[config.mk]
export PLATFORM = sky130hd
export DESIGN_NAME = piso_serializer
export DESIGN_NICKNAME = d
export VERILOG_FILES = /design/src/rtl/piso_serializer_pkg.sv /design/src/rtl/piso_serializer_bit_counter.sv /design/src/rtl/piso_serializer.sv
export SDC_FILE = /design/constraint.sdc
export NUM_CORES = 1
export LEC_CHECK = 0
export CAP_MARGIN = 20
export CORE_MARGIN = 4
export CORE_UTILIZATION = 40
export CTS_CLUSTER_SIZE = 16
export DETAILED_ROUTE_END_ITERATION = 8
export PLACE_DENSITY = 0.72
export SETUP_SLACK_MARGIN = 0.2
export SYNTH_ARGS = -nofsm -noshare
export SYNTH_HDL_FRONTEND = slang
export SYNTH_HIERARCHICAL = 1
export SYNTH_SLANG_ARGS = --single-unit
[constraint.sdc]
create_clock -name i_cp -period 2.1 [get_ports i_cp]
set_clock_uncertainty 0.15 [all_clocks]
set_input_delay 0.525 -clock i_cp [delete_from_list [all_inputs] [get_ports i_cp]]
set_output_delay 0.525 -clock i_cp [all_outputs]
set_load 0.05 [all_outputs]
[src/rtl/piso_serializer_pkg.sv]
// Shared definitions for the PISO transmitter and its receive-side partner.
// Parity frame extension is compiled in when PISO_PARITY_EN is defined.
package piso_serializer_pkg;
  localparam int PISO_DEF_WIDTH = 8;

  typedef enum logic [1:0] {
    ST_IDLE   = 2'd0,
    ST_SHIFT  = 2'd1,
    ST_PARITY = 2'd2
  } state_t;
endpackage

[src/rtl/piso_serializer_bit_counter.sv]
// Bit position counter: synchronous clear/load to zero, saturates at N-1.
module piso_serializer_bit_counter #(
  parameter int N = 8
) (
  input  logic                   i_clk,
  input  logic                   i_clr,
  input  logic                   i_load,
  input  logic                   i_en,
  output logic [$clog2(N+1)-1:0] o_cnt,
  output logic                   o_tc
);
  localparam int CNTW = $clog2(N+1);

  logic [CNTW-1:0] r_cnt;

  always_ff @(posedge i_clk) begin
    if (i_clr || i_load) r_cnt <= '0;
    else if (i_en && !o_tc) r_cnt <= r_cnt + 1'b1;
  end

  assign o_cnt = r_cnt;
  assign o_tc  = (r_cnt == CNTW'(N - 1));
endmodule

[src/rtl/piso_serializer.sv]
// Parallel-in/serial-out transmitter, MSB first, valid/ready load handshake.
// Define PISO_PARITY_EN to append an even-parity bit after each word.
module piso_serializer
  import piso_serializer_pkg::*;
#(
  parameter int N = PISO_DEF_WIDTH
) (
  input  logic         i_cp,
  input  logic         i_clr,
  input  logic [N-1:0] i_di,
  input  logic         i_ld,
  output logic         o_rdy,
  output logic         o_do,
  output logic         o_vld,
  output logic         o_frm,
  output logic         o_done
);
  localparam int CNTW = $clog2(N+1);

  state_t          r_state, w_next;
  logic [N-1:0]    r_sreg;
  logic [CNTW-1:0] w_cnt;
  logic            w_tc;
  logic            w_accept;
`ifdef PISO_PARITY_EN
  logic            r_par;
`endif

  assign w_accept = i_ld && o_rdy;

  piso_serializer_bit_counter #(.N(N)) u_cnt (
    .i_clk  (i_cp),
    .i_clr  (i_clr),
    .i_load (w_accept),
    .i_en   (r_state == ST_SHIFT),
    .o_cnt  (w_cnt),
    .o_tc   (w_tc)
  );

  // Outputs decode straight from registered state so RDY can open in the
  // final bit cycle and a new word follows with no bubble.
  always_comb begin
    w_next = r_state;
    o_rdy  = 1'b0;
    o_vld  = 1'b0;
    o_do   = 1'b0;
    o_frm  = 1'b0;
    o_done = 1'b0;
    case (r_state)
      ST_IDLE: begin
        o_rdy = 1'b1;
        if (i_ld) w_next = ST_SHIFT;
      end
      ST_SHIFT: begin
        o_vld = 1'b1;
        o_do  = r_sreg[N-1];
        o_frm = (w_cnt == '0);
        if (w_tc) begin
`ifdef PISO_PARITY_EN
          w_next = ST_PARITY;
`else
          o_done = 1'b1;
          o_rdy  = 1'b1;
          w_next = i_ld ? ST_SHIFT : ST_IDLE;
`endif
        end
      end
`ifdef PISO_PARITY_EN
      ST_PARITY: begin
        o_vld  = 1'b1;
        o_do   = r_par;
        o_done = 1'b1;
        o_rdy  = 1'b1;
        w_next = i_ld ? ST_SHIFT : ST_IDLE;
      end
`endif
      default: w_next = ST_IDLE;
    endcase
  end

  always_ff @(posedge i_cp) begin
    if (i_clr) begin
      r_state <= ST_IDLE;
      r_sreg  <= '0;
    end else begin
      r_state <= w_next;
      if (w_accept) r_sreg <= i_di;
      else if (r_state == ST_SHIFT) r_sreg <= {r_sreg[N-2:0], 1'b0};
    end
  end

`ifdef PISO_PARITY_EN
  always_ff @(posedge i_cp) begin
    if (i_clr) r_par <= 1'b0;
    else if (w_accept) r_par <= ^i_di;
  end
`endif
endmodule

==> impl_results.md <==
* Status: finished clean
* Slew margin rel. at 76.84%
* Critical Path Source Type: flip-flop
* Iter 0 DRT Violations at 22
* Area Growth Syn to Fin at 53.37%
* RD Place Congestion at roughly 0.8
* Most common cell after layout, fill and taps aside: buf_4
* Clk_lat worst skew at around 0.28 ns
* Max Fclk at 508.4 MHz
* Largest net degree at the start of global routing at 16
* WP data arrival at 1.29 ns
* Core area at approximately 0.0016 sq mm
* Final Non-Filler Cells at 123
* Met3 usage at between 6 and 7%
* Synth Warn # at 6
* Total grt overflow at 0
* Final Hold Vio Count at 0
* Die W at 49.44 um
* Crit. End Element: primary output
* CTS tree: yes
* Critical path type: flip-flop to primary output
* Commonest cells after routing, fill and taps aside: 13 x buf_4, 11 x nor2_1, 10 x clkdlybuf4s50_1
* Clock Root Buffer: clkbuf_4
* Starting density of the core at between 40% and 50%
* Top cell type by total area after synthesis: dfxtp_1
* Crit path cell chain: ha_4 -> nand3b_4 -> inv_4 -> nor2b_4 -> inv_8 -> buf_8
* Slowest-stage cell, CP: dfxtp_4
* DRT Pass-1 Iters at 4
* Worst R2R Start: u_cnt/o_cnt[0]
* Syn Nets at just over 90
* R2R depth at 10
* Hold_buf cts at 0
* Worst Tran Pin Value at between 0.3 and 0.4 ns
* Routed vias/inst at about 5.7
* Worst setup endpoint: o_rdy
* Antenna cells at 0
* CTS Buf Count at 3
* CTS Sinks at 13
* Nets at 120
* Overall routing resource usage at 15.63%
* Detailed Place HPWL at 1.032 mm
* Syn Inst Count at between 70 and 80
* Hold Crit Depth at 2
* Number of cells on the critical path at 6
* Tcrit/Tclk final at a little over nine tenths
* Lkg Pwr at ~0.44 nW
* WP buf/inv at 3
* RSZ-0062 raised after global routing: true
* DRC at 0
* Worst hold path type: flip-flop to flip-flop
* Total routed wirelength at between 1.5 and 2 mm
* Filler instances at between 100 and 150
* Worst reg2reg endpoint: u_cnt/o_cnt[0]
* Worst IR Drop VDD at around 0.41 mV
* TNS Setup at 0 ns
* Cell area after technology mapping at around 700 sq um
* Die footprint at 0.002444 sq mm
* Max Root-Sink Buffers at 2
* Critical Path RT at approximately 1.4 ns
* Via count at between 600 and 700
* Worst-path clk slew at about 0.08 ns
* Max cap viols at 0
* Delay-heaviest family, CP: flip-flops
* Seq/Total Area, Yosys at 37.89%
* DR WL/cell at approximately 15 um
* Reg2reg setup slack at ~0.29 ns
* Library cells used by synthesis at 30
* Placed cells at 108
* Vias in the first global route at between 600 and 700
* Max Fanout on Critical Path at 3
* Die Ht at between 40 and 50 um
* Synth top area cells: dfxtp_1 38%, a211oi_1 7.7%, nor3b_1 7.7%
* WHS at between 0.3 and 0.4 ns
* CP Launch Point: u_cnt/o_cnt[0]
* Post-layout minimum cycle time at ~2.0 ns
* Initial antenna violation count at 0
* Yosys reg bits at 13
* # rows at 14
* Num ports at 16
* GRT busiest layer: met2
* Setup-violating endpoint count in the final report at 0
* First-pass GRT wire length at ~2.9 mm
* # H-tree levels at 1
* M2 GR Usage at between 20% and 30%
* Share of cells above drive strength 1 at between 30% and 40%
* Slowest stage delay, CP at approximately 0.36 ns
* Cell Pwr Density at between 500 and 600 mW/mm^2
* Avg Cell Area, Syn at roughly 8.7 sq um
* Top cell type's share of synthesized area at between 30% and 40%
* Remaining antenna violation count at 0
* Max Slew Vio Count at 0
* Grt met1 use at 16.67%
* Port bufs at 15
## logic make-up (layout without fill, tap and decap cells)
family,count (synthesis),after routing,synth area share (%)
DFF,13,13,37.89
and+or+nand+nor,44,44,38.80
AOI/OAI and AO/OA,13,13,14.21
buffers and inverters,8,36,7.285
adders and majority gates,1,1,1.821
## synth_stat cells
| master | instances |
|---|---|
| nor3_1 | 1 |
| inv_2 | 1 |
| ha_1 | 1 |
| nor2b_4 | 1 |
| and2_2 | 3 |
| or2_1 | 1 |
| nor3b_1 | 7 |
| nand4_1 | 2 |
| nand3b_4 | 1 |
| a21boi_2 | 1 |
| buf_2 | 1 |
| nand4b_1 | 1 |
| nor4_1 | 7 |
| a21boi_0 | 1 |
| buf_6 | 1 |
| nor2_2 | 1 |
| a32oi_1 | 1 |
| buf_1 | 2 |
| inv_1 | 1 |
| nor2_1 | 13 |
| or3_1 | 1 |
| buf_4 | 1 |
| a21oi_1 | 1 |
| dfxtp_1 | 13 |
| o211ai_1 | 1 |
| nand2_1 | 4 |
| a211oi_1 | 7 |
| inv_8 | 1 |
| nand3_1 | 1 |
| o21ai_0 | 1 |
## layer usage
metal | vias up | wire [um]
met5 | - | 0
met3 | 5 | 139
met2 | 24 | 879
met4 | 0 | 32
li1 | 342 | -
met1 | 327 | 745
## worst register-to-register path: stages, from the launching register on
cell      delay (ns)
dfxtp_4         0.36
ha_4            0.16
nand3b_4        0.09
inv_4           0.05
nor2b_4         0.17
inv_8           0.04
buf_4           0.16
and2_2          0.21
nor2_4          0.15
nand4b_1        0.13
nand2_1         0.09
## flip-flops by register name, indices dropped and copies added, names as in the netlist
register / cells
r_sreg: 8
u_cnt/o_cnt: 4
r_state: 1
## layout make-up
cell class                      count  area [sq um]  share of cell area, %
Multi-Input combinational cell     58         419.2                  39.79
Timing Repair Buffer               29         295.3                  28.03
Tap cell                           16         20.02                  1.900
Sequential cell                    13         271.5                  25.77
Clock buffer                        4         26.28                  2.494
Inverter                            3         21.27                  2.019
## power by group
| part | leakage (nW) | switching, mW | internal, mW | total, mW |
|---|---|---|---|---|
| combinational | 0.318 | 0.0727 | 0.0762 | 0.149 |
| clock | 0.0150 | 0.0825 | 0.0738 | 0.156 |
| sequential | 0.110 | 0.0138 | 0.262 | 0.276 |
## metrics by stage
step	util, %	setup slack, ns	area, sq um	power (mW)
after CTS	65.81	0.1171	1026	0.5839
final	67.58	0.1331	1054	0.5808
after detailed placement	56.82	0.1584	885.9	0.4082
after floorplan	-	0.2853	699.4	0.3618
after global routing	67.58	0.07228	1054	0.6104
after global placement	56.82	0.1363	885.9	0.4081
## how the worst min path moves through the flow
| stage | slack [ns] | from | to |
|---|---|---|---|
| finish | 0.35 | r_sreg[3] | r_sreg[3] |
| global route | 0.37 | r_sreg[2] | r_sreg[2] |
| CTS | 0.35 | r_sreg[4] | r_sreg[4] |
| detailed placement | 0.33 | r_sreg[4] | r_sreg[4] |
| global placement | 0.33 | r_sreg[2] | r_sreg[2] |
| floorplan | 0.31 | r_sreg[0] | r_sreg[0] |
## what timing repair did
| action | in CTS | in global routing |
|---|---|---|
| endpoints found under the setup margin | 3 | 7 |
| pin swaps | 3 | 2 |
| gates resized for setup | 18 | 1 |
| setup buffers | 8 | 3 |
Power figures use the tool's default switching activity.
